**src/rtl/gpu_pkg.sv**
```systemverilog
// Shared types and sizing for the data-memory responder and its response queue.
package gpu_pkg;
   localparam int DMEM_DEPTH     = 256;
   localparam int RSP_FIFO_DEPTH = 4;
   localparam int LANE_W         = 4;
   localparam int DATA_W         = 16;
   localparam int ADDR_W         = 16;

   typedef struct packed {
      logic [DATA_W-1:0] data;
      logic [LANE_W-1:0] lane;
      logic              err;
   } dmem_rsp_t;
endpackage

```
**src/rtl/dmem_responder_rsp_fifo.sv**
```systemverilog
// Response queue: circular buffer of dmem_rsp_t entries, head shown combinationally.
module rsp_fifo
   import gpu_pkg::*;
#(
   parameter int DEPTH = RSP_FIFO_DEPTH,
   localparam int PW   = $clog2(DEPTH),
   localparam int CW   = PW + 1
) (
   input  logic          clk,
   input  logic          rst_n,
   input  logic          i_push,
   input  dmem_rsp_t     i_data,
   input  logic          i_pop,
   output dmem_rsp_t     o_head,
   output logic [CW-1:0] o_count
);

   dmem_rsp_t     r_mem [DEPTH];
   logic [PW-1:0] r_wr_ptr;
   logic [PW-1:0] r_rd_ptr;
   logic [CW-1:0] r_count;
   logic          w_pop;

   assign w_pop = i_pop && (r_count != '0);

   // Pointers are exactly log2(DEPTH) wide, so they wrap modulo DEPTH for free.
   always_ff @(posedge clk or negedge rst_n) begin
      if (!rst_n) begin
         r_wr_ptr <= '0;
         r_rd_ptr <= '0;
         r_count  <= '0;
      end else begin
         if (i_push) r_wr_ptr <= r_wr_ptr + PW'(1);
         if (w_pop)  r_rd_ptr <= r_rd_ptr + PW'(1);
         case ({i_push, w_pop})
            2'b10:   r_count <= r_count + CW'(1);
            2'b01:   r_count <= r_count - CW'(1);
            default: r_count <= r_count;
         endcase
      end
   end

   always_ff @(posedge clk) begin
      if (i_push) r_mem[r_wr_ptr] <= i_data;
   end

   // Storage is not reset; masking the head keeps the outputs at zero when empty.
   assign o_head  = (r_count != '0) ? r_mem[r_rd_ptr] : '0;
   assign o_count = r_count;

endmodule

```
**src/rtl/dmem_responder.sv**
```systemverilog
// Data-memory responder: single-port word RAM, one load stage, in-order response queue.
module dmem_responder
   import gpu_pkg::*;
#(
   parameter int DEPTH     = DMEM_DEPTH,
   parameter int RSP_DEPTH = RSP_FIFO_DEPTH
) (
   input  logic              clk,
   input  logic              reset,
   input  logic              req_valid,
   output logic              req_ready,
   input  logic              req_write,
   input  logic [ADDR_W-1:0] req_addr,
   input  logic [DATA_W-1:0] req_wdata,
   input  logic [LANE_W-1:0] req_lane,
   output logic              rsp_valid,
   input  logic              rsp_ready,
   output logic [DATA_W-1:0] rsp_data,
   output logic [LANE_W-1:0] rsp_lane,
   output logic              rsp_err,
   output logic              busy
);

   localparam int AW = $clog2(DEPTH);
   localparam int CW = $clog2(RSP_DEPTH) + 1;

   logic [DATA_W-1:0] r_mem [DEPTH];
   logic [DATA_W-1:0] r_s1_data;
   logic [LANE_W-1:0] r_s1_lane;
   logic              r_s1_err;
   logic              r_s1_valid;

   logic              w_accept;
   logic              w_in_range;
   logic [31:0]       w_addr_ext;
   logic [AW-1:0]     w_idx;
   logic [CW-1:0]     w_fifo_count;
   dmem_rsp_t         w_push_rsp;
   dmem_rsp_t         w_head;

   assign w_accept   = req_valid && req_ready;
   assign w_addr_ext = {16'd0, req_addr};
   assign w_in_range = w_addr_ext < 32'(DEPTH);
   assign w_idx      = req_addr[AW-1:0];

   // One access per cycle and no reset, so this maps onto a single-port sync RAM.
   always_ff @(posedge clk) begin
      if (w_accept && w_in_range) begin
         if (req_write) r_mem[w_idx] <= req_wdata;
         else           r_s1_data    <= r_mem[w_idx];
      end
   end

   always_ff @(posedge clk or negedge reset) begin
      if (!reset) begin
         r_s1_valid <= 1'b0;
         r_s1_lane  <= '0;
         r_s1_err   <= 1'b0;
      end else begin
         r_s1_valid <= w_accept && !req_write;
         if (w_accept && !req_write) begin
            r_s1_lane <= req_lane;
            r_s1_err  <= !w_in_range;
         end
      end
   end

   // Out-of-range loads never read the RAM, so their stale data is replaced by zero.
   always_comb begin
      w_push_rsp      = '0;
      w_push_rsp.data = r_s1_err ? '0 : r_s1_data;
      w_push_rsp.lane = r_s1_lane;
      w_push_rsp.err  = r_s1_err;
   end

   rsp_fifo #(.DEPTH(RSP_DEPTH)) u_rsp_fifo (
      .clk     (clk),
      .rst_n   (reset),
      .i_push  (r_s1_valid),
      .i_data  (w_push_rsp),
      .i_pop   (rsp_ready),
      .o_head  (w_head),
      .o_count (w_fifo_count)
   );

   assign req_ready = (32'(w_fifo_count) + 32'(r_s1_valid)) < 32'(RSP_DEPTH);
   assign rsp_valid = w_fifo_count != '0;
   assign rsp_data  = w_head.data;
   assign rsp_lane  = w_head.lane;
   assign rsp_err   = w_head.err;
   assign busy      = r_s1_valid || (w_fifo_count != '0);

endmodule
```
**config.mk**
```make
export PLATFORM = sky130hd
export DESIGN_NAME = dmem_responder
export DESIGN_NICKNAME = d
export VERILOG_FILES = /design/src/rtl/gpu_pkg.sv /design/src/rtl/dmem_responder_rsp_fifo.sv /design/src/rtl/dmem_responder.sv
export SDC_FILE = /design/constraint.sdc
export NUM_CORES = 2
export LEC_CHECK = 0
export BUFFER_PORTS_ARGS = -buffer_cell sky130_fd_sc_hd__buf_2
export CELL_PAD_IN_SITES_DETAIL_PLACEMENT = 0
export CELL_PAD_IN_SITES_GLOBAL_PLACEMENT = 1
export CORE_ASPECT_RATIO = 0.75
export CORE_MARGIN = 1.5
export CORE_UTILIZATION = 45
export CTS_CLUSTER_DIAMETER = 150
export CTS_CLUSTER_SIZE = 25
export DETAILED_ROUTE_END_ITERATION = 10
export PLACE_DENSITY = 0.62
export REMOVE_ABC_BUFFERS = 1
export SYNTH_ARGS = -nofsm -noshare
export SYNTH_HDL_FRONTEND = slang
export SYNTH_MEMORY_MAX_BITS = 65536
export SYNTH_SLANG_ARGS = --single-unit
```
**constraint.sdc**
```tcl
create_clock -name clk -period 5.6 [get_ports clk]
set_input_delay 0.56 -clock clk [delete_from_list [all_inputs] [get_ports clk]]
set_output_delay 0.56 -clock clk [all_outputs]
set_load 0.01 [all_outputs]
```
==> impl_metrics.csv <==
group,metric,value,unit
clock_tree,cts_buffers,194,
detailed_routing,viasPerCell,6.39,
timing,fmax,234,MHz
clock_tree,postCtsSetupBuffers,0,
setup_path,cp_data_required_time,6.21,ns
min_path,hold_class,"input port to register",
layout,fin_cells,11900,
setup_path,endpoint_kind,"register",
placement,gp_congestion,0.818,
setup_path,critical-path-top-delay-family,"simple AND/OR/NAND/NOR gates",
die,io_pins,65,
die,die_w,690,um
timing,holdWs,0.0444,ns
synthesis,synth_cell_types,32,
global_route,antenna_found_initial,35,
placement,place_area,169000,um^2
global_route,grt.overflow.total,0,
clock_tree,cts.path.max_buffers,4,
layout,fin_util,49.5,%
timing,drv_slew,24,
global_route,grt_max_degree,180,
clock_tree,cts_max_level,4,
synthesis,ys_ff_latch,4209,
layout,fill_cells,27700,
power,p_clk_share,29.0,%
synthesis,synth_cells,6912,
power,peakVddDrop,230,uV
clock_tree,clock-sinks,4209,
layout,design_area,174000,um^2
power,internal_power,42300,uW
placement,io_buffers,64,
clock_tree,worstSkewPairLatency,0.93,ns
clock_tree,root_buffer,"clkbuf_16",
power,powerDensity,312,nW/um^2
detailed_routing,drtIter0Drc,11400,
timing,grt_setup_unrepaired,"no",
synthesis,yosysWarnings,0,
min_path,min_from,"req_wdata[1]",
die,die_area,357000,um^2
synthesis,syn-mean-instance-area,23.0,um^2
outcome,violations,"max-slew violations",
timing,tightest_slew,1.51,ns
placement,hpwlAfterDp,262000,um
timing,hold_violations,0,
power,netSwitchingPower,11800,uW
power,seqPwrFrac,64.2,%
job,drv_cap,0,
setup_path,rr_worst_depth,6,
die,initial_utilization,45.4,%
global_route,grt_usage,24.2,%
clock_tree,cts_tree,"built",
timing,finalCriticalPeriod,4.27,ns
setup_path,cp_slowest_stage_delay,0.98,ns
setup_path,worstPathArrival,4.87,ns
setup_path,cp-start-kind,"register",
power,switching_share,21.9,%
detailed_routing,routedWlPerCell,36.7,um
timing,min_period_over_period,76.2,%
clock_tree,ctsResizeCount,0,
detailed_routing,first_pass_iters,6,
synthesis,synth_area,159000,um^2
power,p_leak,0.0522,uW
setup_path,path_cells,"a31oi_1, nand2_1, nor4_2, nand2_2, nor2_1, buf_4",
min_path,worstHoldPathCells,1,
timing,fin_skew,0.0476,ns
placement,dp.cells,11700,
layout,drive_gt1_share,26.4,%
clock_tree,clkSlewWorstSetupHoldPaths,0.10,ns
die,die-height,518,um
setup_path,rr_endpoint,"r_mem[15][3]$_DFFE_PP_",
detailed_routing,antenna_left,0,
setup_path,path_max_fanout,16,
timing,finalSetupViolations,0,
timing,maxSlewHeadroom,-0.894,%
setup_path,path_class,"register to register",
die,coreArea,351000,um^2
setup_path,rr_startpoint,"r_s1_valid$_DFF_PN0_",
setup_path,path_buf_inv,1,
min_path,min_to,"r_mem[140][1]$_DFFE_PP_",
detailed_routing,via_count,76300,
outcome,outcome,"complete, but fails checks",
global_route,grt_pass1_vias,73900,
synthesis,ys_seq_area_share,79.3,%
global_route,grt_pass1_wl,605000,um
layout,areaGrowthSynthToFinish,9.17,%
layout,final_net_count,7309,
setup_path,cp_slowest_cell,"nand2_2",
power,p_comb_share,6.8,%
setup_path,regToRegSetupSlack,1.33,ns
die,row_count,188,
detailed_routing,wl,439000,um
timing,setup_tns,0,ns
detailed_routing,drc_errors,0,
==> per-stage QoR <==
stage	power, uW	worst slack [ns]
finish	54200	1.33
global route	55700	1.21
CTS	54500	1.35
detailed placement	39200	0.783
global placement	39100	0.544
floorplan	37000	-7.92
==> state kept, by name, summed over array words and instances, names as in the netlist <==
signal / count
u_rsp_fifo.o_count: 3
r_s1_lane: 4
r_s1_data: 16
r_s1_valid: 1
u_rsp_fifo.r_rd_ptr: 2
r_mem: 4096
u_rsp_fifo.r_mem: 84
u_rsp_fifo.r_wr_ptr: 2
r_s1_err: 1
==> cells in the mapped netlist <==
master	n	area [um^2]
nand4_1	16	100
nand2_1	32	120
mux2i_1	1	10.0
o41ai_1	64	561
buf_4	24	180
a22oi_1	512	3840
nor4_1	4	25.0
nand3_1	5	25.0
clkbuf_1	252	946
nor4_2	2	25.0
mux2_2	4	45.0
nor2_1	263	987
a21oi_1	256	1280
xor2_1	4	35.0
buf_1	43	161
fa_1	1	20.0
ha_1	5	62.6
buf_2	97	485
nand2b_1	3	18.8
or2_2	1	6.26
and3_1	1	6.26
mux4_2	1045	23500
and2_1	28	175
buf_6	5	56.3
or3_1	1	6.26
dfrtp_1	13	325
inv_1	8	30.0
xnor2_1	2	17.5
o21ai_0	1	5.00
a31oi_1	1	6.26
edfxtp_1	4196	126000
nor2b_1	22	138
==> power groups by stage <==
| stage | Sequential [uW] | Combinational, uW | Clock (uW) |
|---|---|---|---|
| after global placement | 35500 | 3670 | 0 |
| after global routing | 34800 | 3890 | 17000 |
| after floorplan | 35500 | 1530 | 0 |
| after CTS | 34800 | 3730 | 16000 |
| final | 34800 | 3670 | 15700 |
| after detailed placement | 35500 | 3730 | 0 |
==> worst max path at each step <==
| stage | endpoint | cells after the start | start |
|---|---|---|---|
| after floorplan | r_mem[164][0]$_DFFE_PP_ | 3 | req_addr[3] |
| after global placement | r_s1_data[7]$_DFFE_PP_ | 8 | req_addr[0] |
| after detailed placement | r_s1_data[14]$_DFFE_PP_ | 8 | req_addr[0] |
| after CTS | r_mem[15][4]$_DFFE_PP_ | 6 | r_s1_valid$_DFF_PN0_ |
| after global routing | r_mem[15][3]$_DFFE_PP_ | 6 | r_s1_valid$_DFF_PN0_ |
| final | r_mem[15][3]$_DFFE_PP_ | 6 | r_s1_valid$_DFF_PN0_ |
==> cell families after synthesis <==
| family | count (synthesis) | synth area share [%] |
|---|---|---|
| flops | 4209 | 79.3 |
| mux | 1050 | 14.8 |
| compound gates | 834 | 3.58 |
| buf+inv | 429 | 1.17 |
| simple gates | 378 | 1.03 |
| xor+xnor | 6 | 0.0330 |
| fa+ha+maj | 6 | 0.0519 |
==> layer usage <==
metal  vias up  wire (um)  track usage [%]
met1     42400     193000             38.4
met4        18       8050             4.14
met5         -        120                0
li1      30100          -                -
met3       372      39200             4.24
met2      3524     198000             35.8
==> cell type report <==
cell class	count	area (um^2)	share of cell area (%)
flip-flops and latches	4209	126000	72.7
repair buffers	575	5040	2.90
multi-input cells	2274	31600	18.2
clock inverters	7	65.1	0.0374
well taps	4655	5820	3.35
diodes	12	30.0	0.0173
clock buffers	206	4940	2.84
inverters	8	30.0	0.0173
==> layout by cell type (no fill, tap or decap), drive strengths merged, types with 5 or more instances in the layout <==
cell type    instances
a21oi              256
a22oi              512
and2                28
buf                567
clkbuf             206
dfrtp               13
diode               12
dlygate4sd3          8
edfxtp            4196
ha                   5
inv                 12
mux4              1045
nand2               32
nand3                5
nand4               16
nor2               263
nor2b               22
nor4                 6
o41ai               64
==> worst reg2reg max path: stages, from the launching register on <==
cell and delay (ns):
dfrtp_1 0.48, a31oi_1 0.28, nand2_1 0.43, nor4_2 0.67, nand2_2 0.98, nor2_1 0.77, buf_4 0.33
==> timing repair <==
item	in CTS	in global routing
hold endpoints to repair	20	0
hold buffers	8	0
endpoints found under the setup margin	0	0
Note: power is estimated with default switching activity, not from simulation.
